===== src/rtl/irq_ctrl.sv =====
// ---------------------------------------------------------------------------
// irq_ctrl
//
// Four-source prioritised interrupt controller with a small register port.
// Peripherals raise irq_in flags; rising edges latch into PENDING. When the
// global enable is set and an enabled source is pending, the lowest-numbered
// one is presented to the CPU on irq_req/irq_vector. On irq_ack the source is
// marked in service, its pending bit is cleared and irq_clr pulses for one
// cycle back to the peripheral. iret ends service and re-arms arbitration.
//
// Ports
//   clk          in   system clock, rising-edge
//   rst          in   synchronous active-high reset
//   irq_in[3:0]  in   peripheral interrupt flags, bit 0 highest priority
//   irq_clr[3:0] out  one-cycle clear pulse to the serviced peripheral
//   cs           in   register-port select
//   address[1:0] in   register index (0 ENABLE, 1 PENDING, 2 STATUS, 3 SWTRIG)
//   din[7:0]     in   write data
//   w_en         in   write strobe (qualified by cs)
//   r_en         in   read strobe (qualified by cs)
//   dout[7:0]    out  registered read data, one-cycle latency
//   irq_req      out  interrupt request to the CPU
//   irq_vector   out  index of the requested source
//   irq_ack      in   CPU accepts irq_req
//   iret         in   CPU finished servicing
// ---------------------------------------------------------------------------
module irq_ctrl #(
  parameter logic [3:0] RESET_ENABLE = 4'b0000,
  parameter logic       RESET_GIE    = 1'b0
) (
  input  logic       clk,
  input  logic       rst,
  input  logic [3:0] irq_in,
  output logic [3:0] irq_clr,
  input  logic       cs,
  input  logic [1:0] address,
  input  logic [7:0] din,
  input  logic       w_en,
  input  logic       r_en,
  output logic [7:0] dout,
  output logic       irq_req,
  output logic [1:0] irq_vector,
  input  logic       irq_ack,
  input  logic       iret
);

  typedef enum logic [1:0] {
    IDLE    = 2'd0,
    REQ     = 2'd1,
    SERVICE = 2'd2
  } state_t;

  localparam logic [1:0] ADDR_ENABLE  = 2'd0;
  localparam logic [1:0] ADDR_PENDING = 2'd1;
  localparam logic [1:0] ADDR_STATUS  = 2'd2;
  localparam logic [1:0] ADDR_SWTRIG  = 2'd3;

  state_t     state_q, state_d;
  logic [3:0] enable_q, enable_d;
  logic       gie_q, gie_d;
  logic [3:0] pending_q, pending_d;
  logic [3:0] irqHist_q, irqHist_d;
  logic [3:0] armed_q, armed_d;
  logic [1:0] vector_q, vector_d;
  logic       req_q, req_d;
  logic [3:0] clr_q, clr_d;
  logic [7:0] dout_q, dout_d;

  logic       wrEn;
  logic       rdEn;
  logic [3:0] hwSet;
  logic [3:0] swSet;
  logic [3:0] w1cMask;
  logic [3:0] ackMask;
  logic [3:0] active;
  logic [1:0] lowestIdx;
  logic [7:0] readData;
  logic       unusedDin;

  assign wrEn = cs & w_en;
  assign rdEn = cs & r_en;

  // din[6:4] has no meaning in any register.
  assign unusedDin = ^din[6:4];

  // Edge detection on the registered copy of irq_in. A source only becomes
  // armed once it has been seen low after reset, so a flag that is held high
  // through reset does not produce a spurious pending bit when reset drops.
  always_comb begin
    hwSet     = irq_in & ~irqHist_q & armed_q;
    irqHist_d = irq_in;
    armed_d   = armed_q | ~irq_in;
  end

  // Register-port write decode. ENABLE updates the enable/GIE registers,
  // PENDING writes clear bits, SWTRIG writes set bits, STATUS is read-only.
  always_comb begin
    enable_d = enable_q;
    gie_d    = gie_q;
    w1cMask  = 4'b0000;
    swSet    = 4'b0000;
    if (wrEn) begin
      unique case (address)
        ADDR_ENABLE: begin
          enable_d = din[3:0];
          gie_d    = din[7];
        end
        ADDR_PENDING: w1cMask = din[3:0];
        ADDR_SWTRIG:  swSet   = din[3:0];
        default: ;
      endcase
    end
  end

  // Priority pick among enabled pending sources; the loop runs from the
  // lowest priority upward so the last hit is the highest-priority index.
  always_comb begin
    active    = pending_q & enable_q;
    lowestIdx = 2'd0;
    for (int i = 3; i >= 0; i--) begin
      if (active[i]) begin
        lowestIdx = 2'(i);
      end
    end
  end

  // Request/service FSM. Arbitration in IDLE uses the registered enables, so
  // an ENABLE write only affects it a cycle later. The withdrawal check in REQ
  // looks at the enables being written this cycle so a disabled request drops
  // immediately, while a simultaneous irq_ack still wins.
  always_comb begin
    state_d  = state_q;
    vector_d = vector_q;
    req_d    = req_q;
    clr_d    = 4'b0000;
    ackMask  = 4'b0000;
    unique case (state_q)
      IDLE: begin
        req_d = 1'b0;
        if (gie_q && (active != 4'b0000)) begin
          state_d  = REQ;
          vector_d = lowestIdx;
          req_d    = 1'b1;
        end
      end
      REQ: begin
        if (irq_ack) begin
          state_d            = SERVICE;
          req_d              = 1'b0;
          ackMask[vector_q]  = 1'b1;
          clr_d[vector_q]    = 1'b1;
        end else if (!gie_d || !enable_d[vector_q]) begin
          state_d = IDLE;
          req_d   = 1'b0;
        end
      end
      SERVICE: begin
        req_d = 1'b0;
        if (iret) begin
          state_d = IDLE;
        end
      end
      default: begin
        state_d = IDLE;
        req_d   = 1'b0;
      end
    endcase
  end

  // Pending update: acknowledgement and write-1-to-clear remove bits first,
  // then hardware and software sets are OR-ed in so a coincident set wins.
  always_comb begin
    pending_d = ((pending_q & ~ackMask) & ~w1cMask) | hwSet | swSet;
  end

  // Read mux sampled into dout on a read strobe; dout holds otherwise.
  always_comb begin
    readData = 8'h00;
    unique case (address)
      ADDR_ENABLE:  readData = {gie_q, 3'b000, enable_q};
      ADDR_PENDING: readData = {4'b0000, pending_q};
      ADDR_STATUS:  readData = {2'b00, (state_q == SERVICE), req_q, 2'b00, vector_q};
      ADDR_SWTRIG:  readData = 8'h00;
      default:      readData = 8'h00;
    endcase
    dout_d = rdEn ? readData : dout_q;
  end

  // All state registers. Reset aborts any request or service in progress
  // without issuing a clear pulse.
  always_ff @(posedge clk) begin
    if (rst) begin
      state_q   <= IDLE;
      enable_q  <= RESET_ENABLE;
      gie_q     <= RESET_GIE;
      pending_q <= 4'b0000;
      irqHist_q <= 4'b0000;
      armed_q   <= 4'b0000;
      vector_q  <= 2'd0;
      req_q     <= 1'b0;
      clr_q     <= 4'b0000;
      dout_q    <= 8'h00;
    end else begin
      state_q   <= state_d;
      enable_q  <= enable_d;
      gie_q     <= gie_d;
      pending_q <= pending_d;
      irqHist_q <= irqHist_d;
      armed_q   <= armed_d;
      vector_q  <= vector_d;
      req_q     <= req_d;
      clr_q     <= clr_d;
      dout_q    <= dout_d;
    end
  end

  assign irq_req    = req_q;
  assign irq_vector = vector_q;
  assign irq_clr    = clr_q;
  assign dout       = dout_q;

endmodule


===== config.mk =====
export PLATFORM = sky130hd
export DESIGN_NAME = irq_ctrl
export DESIGN_NICKNAME = d
export VERILOG_FILES = /design/src/rtl/irq_ctrl.sv
export SDC_FILE = /design/constraint.sdc
export NUM_CORES = 1
export LEC_CHECK = 0
export ABC_AREA = 0
export CAP_MARGIN = 0
export CORE_ASPECT_RATIO = 0.6
export CORE_MARGIN = 1
export CORE_UTILIZATION = 24
export CTS_CLUSTER_SIZE = 28
export DETAILED_ROUTE_END_ITERATION = 16
export PLACE_DENSITY = 0.47
export SLEW_MARGIN = 20
export SYNTH_ARGS = -nofsm -noshare
export SYNTH_HDL_FRONTEND = slang
export SYNTH_SLANG_ARGS = --single-unit

===== constraint.sdc =====
create_clock -name clk -period 2.5 [get_ports clk]
set_clock_uncertainty 0.2 [all_clocks]
set_input_delay 0.5 -clock clk [delete_from_list [all_inputs] [get_ports clk]]
set_output_delay 0.5 -clock clk [all_outputs]
set_load 0.01 [all_outputs]

After elaboration in Yosys (flattened, before gate mapping)
Cells that the tools add are included.

Bits in registers: 34. Bits of input ports: 21. Output and inout port bits: 15. Logic and storage cells: 72.

Magnitude comparators: 2. Equal/unequal tests: 8. Mux-type cells: 28. Bitwise operators: 14. Reductions and logical operators: 10.

Operators with widths (number): two-way mux 4 bit (8); case mux 8 bit (4 select lines) (1); bitwise AND 4 bit (5); two-way mux 2 bit (8); inverter 4 bit (4); OR 4 bit (3); two-way mux 1 bit (7); == test 2 bit, second input constant (3); case mux 2 bit (3 select lines) (1); == test 2 x 1 -> 1 bit, second input constant (2); zero test 2 bit (2); != test 2 bit, second input constant (2); nonzero test 4 bit (1); less-than comparator 2 x 3 -> 1 bit, second input constant (1); != test 3 bit, second input constant (1); AND reduction 3 bit (1); bitwise AND 1 bit (2); binary-select mux 1 bit (select 2 bit) (1); demux 1 bit (select 2 bit) (1); >= comparator 2 x 1 -> 1 bit, second input constant (1); logical AND 1 bit (2); zero test 1 bit (2); case mux 1 bit (2 select lines) (1); AND reduction 2 bit (1); logical OR 1 bit (1).

Logic depth before layout (Yosys ltp)
Depth after elaboration: 11. Depth in mapped cells: 6.

Worst setup path after synthesis
OpenSTA, ideal clock, no wires.

Path kind: input-to-reg. Start point: input address[1]. End point: register req_q (netlist: irq_req). Data arrival time: 1.771 ns. Data required time: 2.216 ns. Path slack: 0.445 ns. Stages on the path: 6. Buffers on the path: 2. Path through: buf_2 -> and4bb_1 -> buf_4 -> mux2i_1 -> mux4_2 -> o31ai_2.

Longest elaborated chain between the ends: 8. Elaborated cells between the ends (all ways): 11. Those cells by class: eq/ne: 1; mux: 6; reduce/logical: 4.

RTL lines: start: declaration (line 36) `input logic [1:0] address,`; zero test 2 bit (*) (line 103) `unique case (address)`; two-way mux 4 bit (line 103); two-way mux 4 bit (line 102) `if (wrEn) begin`; binary-select mux 1 bit (select 2 bit) (line 152) `end else if (!gie_d || !enable_d[vector_q]) begin`; two-way mux 1 bit (not written as such) (line 152); zero test 1 bit (line 152); logical OR 1 bit (*) (line 152); != test 3 bit (no line) (*); end signal: assignment (line 211) `req_q <= req_d;`; end: declaration (line 65) `logic req_q, req_d;`.

Every way passes the cells marked *; elsewhere a longest branch is shown, timed or not. The select of a mux whose other input is x is not followed. A chain may end at the register's enable or synchronous reset.

Final worst setup path
Start point: input address[0]. End point: register req_q (netlist: irq_req).

Same word-level chain as after synthesis.

==> reports/qor.yml <==
global_route:
  gr-usage-met3_pct: 4.26
  antenna_found_initial: 0
  busiest_layer: "met1"
  grt_max_degree: 20
  grt_util_met1_pct: 16.1
  grtUsageMet2_pct: 15.7
  track_usage_pct: 11.2
  grt_pass1_wl_um: 5010
  gr-total-overflow: 0
  grt_pass1_vias: 1043
synthesis:
  ys_async_sr_fraction_pct: 0
  ys_top_cells_by_area: "dfxtp_1 48%, a21oi_1 7.3%, mux2i_1 5.9%"
  synth-edff-count: 0
  synth_flop_cell: "dfxtp_1"
  ys_types: 34
  synth_common_cells: "33 x dfxtp_1, 20 x a21oi_1, 20 x nor2_1, 15 x nand2_1, 8 x mux2i_1"
  synth_fp_nets: 174
  syn_area_um2: 1370
  synth_warnings: 0
  synth_top_area_cell: "dfxtp_1"
  yosysMostFrequentCell: "dfxtp_1"
  avgSynthCellArea_um2: 8.92
  yosysSeqAreaShare_pct: 48.4
  synth_seq_cells: 33
  netlist.area_leader.share_pct: 48.4
  netlist_instances: 153
die:
  ioPinCount: 36
  fp.dieW_um: 99.4
  row_count: 20
  design.die.area_um2: 6000
  initial_utilization_pct: 26.0
  core-area_um2: 5260
  die_y_um: 60.4
placed_design:
  finalWeightedCongestion: 0.804
  io_buffer_count: 31
  hpwl_um: 2420
final_layout:
  diodes: 0
  post-route-util_pct: 35.6
  fillers: 552
  regArea_um2: 661
  fin_nets: 209
  drive_above_1_share_pct: 9.52
  area_growth_syn_to_layout_pct: 36.9
  multi_input_area_um2: 632
sta:
  setup_viol: 0
  holdWs_ns: 0.248
  finalCritPeriodShare_pct: 92.0
  hold_viol: 0
  min_period_ns: 2.30
  fmax_mhz: 435
  setup_tns_ns: 0
  rsz0062_at_grt: "false"
  report.final.slew_viol_count: 0
worst_setup_path:
  cp.arrival_ns: 2.30
  start_kind: "input port"
  path_class: "input port to register"
  cp_max_fo: 5
  crit_path_end_kind: "register"
  required_ns: 2.50
routing:
  first_pass_iters: 4
  drt_wl_total_um: 3110
  drt_iter0_drc: 36
  drtAntennaViolNets: 0
  drc: 0
  viasPerCell: 4.63
  vias: 1181
  post_drt_wl_per_cell_um: 12.2
clocking:
  cts_setup_buffers: 0
  holdBufCountCts: 0
  clock_path_buffers: 2
  cts_made_buffers: 5
  h-tree-depth: 2
  clock_sinks: 33
  cts_resized: 0
  cts_root_buffer: "clkbuf_8"
  clkTransAtPathRegs_ns: 0.07
  insertion_delay_ns: 0.28
  tritoncts: "built"
power:
  comb_power_share_pct: 8.2
  swShare_pct: 20.7
  pwr-share-clk_pct: 44.0
  power_density_nw_per_um2: 620
  ir_drop_mv: 0.284
  power.share.sequential_pct: 47.7
  internal-power_mw: 0.919
  p_leak_nw: 0.662
  p_switching_mw: 0.240
worst_hold_path:
  hold_path.class: "register to register"
outcome:
  outcome: "completed"
flow_run:
  drv_cap: 0
## sequential cells by signal, indices dropped and copies added, names as in the netlist
signal,cells
irq_vector,2
irqHist_q,4
enable_q,4
irq_clr,4
pending_q,4
armed_q,4
gie_q,1
dout,7
irq_req,1
state_q,2
## critical path, cell delays in order
cell	delay, ns
clkdlybuf4s50_1	0.45
and4bb_1	0.46
mux2i_1	0.14
mux4_2	0.53
o31ai_2	0.22
## power groups by stage
| stage | combinational [mW] | sequential [mW] | clock [mW] |
|---|---|---|---|
| final | 0.0954 | 0.553 | 0.510 |
| after global routing | 0.106 | 0.555 | 0.550 |
| after CTS | 0.0964 | 0.553 | 0.520 |
| after detailed placement | 0.0960 | 0.565 | 0 |
| after global placement | 0.0949 | 0.565 | 0 |
| after floorplan | 0.0486 | 0.563 | 0 |
## routing by layer
metal	vias up	routed length (um)
met5	-	0
met4	0	16
met3	3	287
met2	40	1200
met1	532	1610
li1	606	-
## logic make-up after synthesis
kind of cell	count (synthesis)	synth area share, %
other cells	1	0.275
flops	33	48.4
buf+inv	15	5.31
simple gates	59	21.5
compound gates	35	16.1
mux	10	8.34
## area by class of cell
type,count,share of cell area (%)
clock buffer,7,4.62
multi-input combinational,105,33.8
tap,66,4.42
clock inverter,1,1.61
sequential,33,35.3
inverter,6,1.20
timing repair buffer,37,19.0
## stage by stage
step | worst slack, ns | cells | total power, mW | instance area (um2)
6_report | 0.200 | 255 | 1.16 | 1870
5_1_grt | 0.147 | 255 | 1.21 | 1870
4_1_cts | 0.205 | 255 | 1.17 | 1870
3_5_place_dp | -0.0827 | 247 | 0.661 | 1750
3_3_place_gp | -0.0620 | 247 | 0.660 | 1750
2_1_floorplan | 0.445 | 153 | 0.612 | 1370
## cells in the final DEF, fill, tap and decap left out, types with 3 or more instances in the layout
cell type and count:
mux2i_1 8, inv_1 6, nor2b_1 6, o211ai_1 5, clkdlybuf4s50_1 31, a21oi_1 20, nand2_1 15, clkbuf_8 6
nand4b_1 3, nor2_1 20, nor3_1 5, buf_4 6, dfxtp_1 33
## worst paths after layout
path                 start         end  slack, ns  cells past startpoint
max             address[0]     irq_req       0.20                      5
min             armed_q[2]  armed_q[2]       0.25                      2
max reg2reg  irq_vector[0]     irq_req       0.94                      3
min reg2reg     armed_q[2]  armed_q[2]       0.25                      2
No activity file was read; power rests on OpenSTA's default activity.
